File: config.mk
export PLATFORM = sky130hd
export DESIGN_NAME = pc_sequencer
export DESIGN_NICKNAME = d
export VERILOG_FILES = /design/src/rtl/pc_sequencer.sv
export SDC_FILE = /design/constraint.sdc
export NUM_CORES = 1
export LEC_CHECK = 0
export BUFFER_PORTS_ARGS = -buffer_cell sky130_fd_sc_hd__clkbuf_2
export CORE_MARGIN = 2
export CORE_UTILIZATION = 35
export CTS_CLUSTER_DIAMETER = 30
export DETAILED_ROUTE_END_ITERATION = 7
export GPL_ROUTABILITY_DRIVEN = 0
export GPL_TIMING_DRIVEN = 1
export HOLD_SLACK_MARGIN = 0.03
export SETUP_SLACK_MARGIN = 0.05
export SLEW_MARGIN = 20
export SYNTH_ARGS = -nofsm -noshare
export SYNTH_HDL_FRONTEND = slang
export SYNTH_SLANG_ARGS = --single-unit
File: constraint.sdc
create_clock -name clk -period 1.71 [get_ports clk]
set_input_delay 0.2565 -clock clk [delete_from_list [all_inputs] [get_ports clk]]
set_output_delay 0.2565 -clock clk [all_outputs]
set_load 0.02 [all_outputs]
File: src/rtl/pc_sequencer.sv
// pc_sequencer: program-counter sequencer with a writable branch-target table.
//
// Runs a three-state control machine (IDLE / RUN / HALTED) that advances the
// program counter by one per cycle while running. A decoded, taken branch
// redirects pc to an entry of a 32-deep target table. Stall holds pc, and
// halt parks the sequencer until the next start.
//
// Ports
//   clk      in   single clock, all state on rising edge
//   rst_n    in   asynchronous active-low reset
//   start    in   begin execution from START_ADDR (IDLE or HALTED only)
//   halt     in   decoded halt instruction
//   stall    in   hold pc this cycle
//   br_en    in   decoded branch instruction
//   br_cond  in   branch condition true
//   br_idx   in   branch-target table read index (combinational read)
//   cfg_we   in   table write strobe
//   cfg_idx  in   table write index
//   cfg_tgt  in   table write data
//   pc       out  current instruction address
//   busy     out  high while running
//   done     out  high while halted
module pc_sequencer #(
  parameter int unsigned     PC_W       = 16,
  parameter int unsigned     TGT_W      = 8,
  parameter logic [PC_W-1:0] START_ADDR = {PC_W{1'b0}}
) (
  input  logic             clk,
  input  logic             rst_n,
  input  logic             start,
  input  logic             halt,
  input  logic             stall,
  input  logic             br_en,
  input  logic             br_cond,
  input  logic [4:0]       br_idx,
  input  logic             cfg_we,
  input  logic [4:0]       cfg_idx,
  input  logic [TGT_W-1:0] cfg_tgt,
  output logic [PC_W-1:0]  pc,
  output logic             busy,
  output logic             done
);

  localparam int unsigned TBL_DEPTH = 32;

  typedef enum logic [1:0] {
    ST_IDLE   = 2'd0,
    ST_RUN    = 2'd1,
    ST_HALTED = 2'd2
  } state_t;

  state_t           state_r;
  state_t           state_nxt_s;
  logic [PC_W-1:0]  pc_r;
  logic [PC_W-1:0]  pc_nxt_s;
  logic [PC_W-1:0]  br_tgt_s;
  logic             busy_r;
  logic             done_r;
  logic [TGT_W-1:0] tbl_r [TBL_DEPTH];

  // The read sees the table contents before this edge's write lands, so a
  // same-cycle write to the branch index never affects the current branch.
  assign br_tgt_s = PC_W'(tbl_r[br_idx]);

  // Branch-target table: cleared by reset, written by cfg_we in any state.
  always_ff @(posedge clk or negedge rst_n) begin
    if (!rst_n) begin
      for (int i = 0; i < TBL_DEPTH; i++) begin
        tbl_r[i] <= {TGT_W{1'b0}};
      end
    end else if (cfg_we) begin
      tbl_r[cfg_idx] <= cfg_tgt;
    end
  end

  // Next-state and next-pc selection; in RUN halt outranks stall outranks branch.
  always_comb begin
    state_nxt_s = state_r;
    pc_nxt_s    = pc_r;
    case (state_r)
      ST_IDLE, ST_HALTED: begin
        if (start) begin
          state_nxt_s = ST_RUN;
          pc_nxt_s    = START_ADDR;
        end else begin
          state_nxt_s = state_r;
          pc_nxt_s    = pc_r;
        end
      end
      ST_RUN: begin
        if (halt) begin
          state_nxt_s = ST_HALTED;
          pc_nxt_s    = pc_r;
        end else if (stall) begin
          state_nxt_s = ST_RUN;
          pc_nxt_s    = pc_r;
        end else if (br_en && br_cond) begin
          state_nxt_s = ST_RUN;
          pc_nxt_s    = br_tgt_s;
        end else begin
          // Natural wrap from all-ones back to zero.
          state_nxt_s = ST_RUN;
          pc_nxt_s    = pc_r + {{(PC_W-1){1'b0}}, 1'b1};
        end
      end
      default: begin
        // Unreachable encoding: recover to a clean idle state.
        state_nxt_s = ST_IDLE;
        pc_nxt_s    = START_ADDR;
      end
    endcase
  end

  // State, pc and status flags; busy/done are registered next-state decodes
  // so the outputs carry no combinational path from the inputs.
  always_ff @(posedge clk or negedge rst_n) begin
    if (!rst_n) begin
      state_r <= ST_IDLE;
      pc_r    <= START_ADDR;
      busy_r  <= 1'b0;
      done_r  <= 1'b0;
    end else begin
      state_r <= state_nxt_s;
      pc_r    <= pc_nxt_s;
      busy_r  <= (state_nxt_s == ST_RUN);
      done_r  <= (state_nxt_s == ST_HALTED);
    end
  end

  assign pc   = pc_r;
  assign busy = busy_r;
  assign done = done_r;

endmodule

# == After elaboration in Yosys (flattened, before gate mapping) ==
# Index checks and enable logic that the tools add are counted.
# op_classes
eq_ne,7
mux,14
n_bitwise,2
order_cmp,3
n_reduce_logical,5
n_addsub,1
# op_table
cell,count
bitwise mux 256 bit,1
2-to-1 mux 16 bit,4
binary-select mux 8 bit (select 5 bit),1
demux 8 bit (select 5 bit),1
case mux 16 bit (2 select lines),1
2-to-1 mux 8 bit,3
"adder 16 x 1 -> 16 bit, second input constant",1
"greater-or-equal comparator 6 bit, second input constant",2
NOT 5 -> 6 bit,2
"< comparator 6 x 1 -> 1 bit, second input constant",1
"!= test 2 bit, second input constant",3
"== test 2 x 1 -> 1 bit, second input constant",2
"== test 2 bit, second input constant",2
2-to-1 mux 2 bit,2
case mux 2 bit (2 select lines),1
AND reduction 3 bit,1
logical AND 1 bit,2
logical NOT 2 bit,1
OR reduction 2 bit,1
# totals
ff_bits,276
word_cells,68
input_bits,26

# == Longest topological paths before layout ==
# depth
depth_word,8
mapped_depth,8
mapped_depth_nobuf,6

# == Worst setup path after synthesis ==
# No wires, ideal clock.
# synth_timing
kind,input -> register
from,input port br_idx[0]
to,"register pc_r[4], in the netlist pc[4]"
setup_ns,0.139
setup_slack_ns,-0.145
path_stages,8
arrival_ns,1.716
n_path_buf,3
cell_sequence,buf_6 -> buf_4 -> buf_4 -> mux4_2 -> mux2i_1 -> nor3_1 -> a21oi_1 -> o221ai_1
# synth_via
elab_chain_len,8
# synth_rtl
item,line_no,rtl
"start, declared",35,"input logic [4:0] br_idx,"
NOT 5 -> 6 bit (not written as such),63,assign br_tgt_s = PC_W'(tbl_r[br_idx]);
binary-select mux 8 bit (select 5 bit),63,
2-to-1 mux 8 bit (not written as such) (2 in a row),63,
2-to-1 mux 16 bit,97,end else if (br_en && br_cond) begin
2-to-1 mux 16 bit,94,end else if (stall) begin
2-to-1 mux 16 bit,91,if (halt) begin
case mux 16 bit (2 select lines),80,case (state_r)
"end signal, assigned",124,pc_r <= pc_nxt_s;
"end, declared",54,logic [PC_W-1:0] pc_r;
# No other way between the ends. The select of a mux whose other input is x is not followed.
# A chain may end at the register's enable or synchronous reset.

# == Worst setup path in the final report ==
# layout_timing
from,register state_r[1]
to,"register pc_r[0], in the netlist pc[0]"
# layout_via
elab_chain_len,4
word_cells_on_any_way,9
# layout_rtl
item,line_no,rtl
"start, declared",52,state_t state_r;
"start signal, assigned",123,state_r <= state_nxt_s;
== test 2 bit / logical NOT 2 bit (equally long branches),80,
OR reduction 2 bit,80,
!= test 2 bit (no line),-,
AND reduction 3 bit (no line),-,
# Several ways; a longest one is shown, not always the timed one.

==> flow_metrics.tcl <==
set metrics [dict create \
    period_share_pct 104 \
    synth_top_area_share_pct 53.5 \
    dp_hpwl_mm 21.2 \
    cts_root_buf "clkbuf_16" \
    grt_pass1_wl_mm 51.8 \
    worstReg2RegStart "state_r[1]" \
    power.density_nw_per_um2 1470 \
    layout.cells.non_filler 1561 \
    r2r_cells 5 \
    synth_area_per_cell_um2 15.1 \
    synth_seq_cells 276 \
    overflow 0 \
    crit_end "pc[0]" \
    n_fill_cell 3192 \
    synth.yosys.warnings 0 \
    vias 8181 \
    fin_crit_ps 1780 \
    cts_sinks 276 \
    fin_util_pct 47.7 \
    die_area_um2 38400 \
    row_count 70 \
    skew_ps 20.9 \
    die_h_um 196 \
    syn_to_final_growth_pct 34.8 \
    ys_seq_area_share_pct 53.5 \
    setup_viol 7 \
    grt_pass1_vias 8698 \
    start_kind "flop" \
    r2r_end "pc[0]" \
    drive_gt1_share_pct 57.9 \
    dpl.cell_count 1423 \
    numCtsBuffers 71 \
    multiInputGateArea_um2 5830 \
    ir_drop_v 0.000685 \
    slew_headroom_pct 49.5 \
    ys_types 53 \
    num_antenna_cells 0 \
    first_pass_iters 4 \
    synthTopCellsByArea "dfrtp_1 (54%), mux2_2 (23%), mux4_2 (8.0%)" \
    ys.flop_type "dfrtp_1" \
    io_pins 44 \
    grt_max_degree 57 \
    rsz0062_at_grt "yes" \
    nets 1062 \
    drt_iter0_markers 455 \
    grt.total_usage_pct 17.8 \
    path_max_fanout 4 \
    slew_viol_final 0 \
    synth_fp_nets 880 \
    fin_ws_ps -71.2 \
    synth_cells 853 \
    synth_edf_count 0 \
    yosys.area.top_type "dfrtp_1" \
    place.port_buffers 43 \
    synthArstFlopShare_pct 100 \
    initial_core_util_pct 35.4 \
    avgRoutedWirePerCell_um 21.0 \
    setup.worst_path.start "state_r[1]" \
    reg2reg_slack_ps -70 \
    antenna_left 0 \
    critical_path_class "reg -> reg" \
    timing.hold.ws_ps 190 \
    clockBufferDepth 3 \
    core_region_area_um2 36400 \
    antenna_found_initial 2 \
    violations "negative setup slack" \
    netlist_area_um2 12900 \
    regArea_um2 6910 \
    totalWireLength_mm 32.8 \
    drc 0 \
    clk_pin_slew_ps 50 \
    worstSkewPairLatency_ps 570 \
    tritoncts "done" \
    outcome "finished with violations" \
    max_freq_ghz 0.561 \
    cap_violations 0 \
    vias_per_cell 5.24 \
    hold_viol 0 \
    htreeDepth 3 \
    p_leak_uw 0.00789 \
    worstMarginPinSlew_ps 758 \
    end_kind "flop" \
    arrival_ps 2240 \
    fp.dieW_um 196 \
    hold_path.class "in -> async" \
    crit_required_ps 2170 \
]
## worst max-delay path, stage by stage, from the launching register on
cell	delay, ps
dfrtp_1	380
or4b_4	560
or3_4	400
nor2_4	180
a221oi_2	90
o221ai_1	80
## layer usage
| metal | track usage [%] | share of wire, % | wire length, µm | vias to the layer above |
|---|---|---|---|---|
| met5 | 0 | 0.061 | 20 | - |
| met4 | 5.89 | 1.7 | 556 | 4 |
| met3 | 4.90 | 6.1 | 1980 | 47 |
| met2 | 26.8 | 45 | 14900 | 211 |
| met1 | 24.9 | 47 | 15300 | 4312 |
| li1 | - | - | - | 3607 |
## worst min-delay path by stage
stage,from,end,slack (ps),cells after the start
2_1_floorplan,rst_n,busy,-40,0
3_3_place_gp,rst_n,pc[9],180,1
3_5_place_dp,rst_n,pc[9],180,1
4_1_cts,halt,pc[6],160,4
5_1_grt,rst_n,tbl_r[169],190,2
6_report,rst_n,tbl_r[169],190,2
## stage by stage
| stage | area, µm² | power (µW) | TNS, ps | setup slack [ps] |
|---|---|---|---|---|
| global placement | 14600 | 11500 | -4050 | -545 |
| detailed placement | 14600 | 11600 | -4230 | -591 |
| floorplan | 13000 | 10400 | -327 | -74.7 |
| finish | 17400 | 25600 | -227 | -71.2 |
| CTS | 17300 | 25800 | -258 | -58.7 |
| global route | 17400 | 26600 | -726 | -126 |
## flip-flops by register name, indices dropped and copies added, names as in the netlist
register  flops
state_r       2
busy          1
pc           16
tbl_r       256
done          1
## cell families after synthesis
| logic type | count (synthesis) | synth area share (%) |
|---|---|---|
| DFF | 276 | 53.5 |
| and+or+nand+nor | 124 | 4.98 |
| buffers and inverters | 61 | 2.28 |
| xor gates and xnor gates | 5 | 0.339 |
| AOI/OAI and AO/OA | 41 | 2.14 |
| muxes | 345 | 36.6 |
| adders and majority gates | 1 | 0.0969 |
## synthesized netlist by cell type, drive strengths merged (2+ instances only)
cell     number
dfrtp       276
mux2        260
mux4         69
clkbuf       36
nor2         36
nand2        29
buf          18
mux2i        16
nand3        11
o21ai        11
a21oi         9
inv           7
nor3          7
nand2b        6
nand4         6
nor3b         5
nand3b        4
o22ai         4
a22o          3
nor2b         3
xnor2         3
a2111oi       2
a21o          2
a31oi         2
and2          2
and3          2
and4          2
nor4          2
nor4b         2
o221ai        2
or3           2
xor2          2
## area by class of cell
class                           count  share of cell area, %
Clock buffer                       97                   12.1
Clock inverter                     34                   2.76
Inverter                            7                  0.151
Multi-Input combinational cell    516                   33.5
Sequential cell                   276                   39.7
Tap cell                          468                   3.37
Timing Repair Buffer              163                   8.42
## power breakdown
part	switching (µW)	internal (µW)	total (µW)
Combinational	1300	1910	3220
Clock	4080	9920	14000
Sequential	612	7780	8390
## layout by cell type (no fill, tap or decap), types with 4 or more instances in the layout
cell type and n:
nor2_1 23, nand3_1 11, clkinvlp_4 7, nand3b_1 4
clkinv_8 4, nor2_4 5, nand2_1 27, mux4_2 52
mux2_2 259, nor3b_1 4, nand4_1 6, clkbuf_16 73
clkbuf_8 18, o21ai_0 7, dlygate4sd3_1 4, clkbuf_2 40
o22ai_1 4, inv_1 7, mux4_1 17, nor2_2 8
a21oi_1 7, clkinv_2 11, clkbuf_1 6, dfrtp_1 275
nand2b_1 5, mux2i_1 14, buf_12 25, buf_4 90
o21ai_1 4, bufinv_16 9, nor3_1 4
## repair_timing
action | in CTS | in global routing
resized for setup | 20 | 14
hold buffers | 4 | 0
pin swaps | 2 | 7
buffers inserted | 2 | 1
endpoints found under the setup margin | 11 | 14
endpoints found under the hold margin | 278 | 0
(Power assumes the default switching activity.)
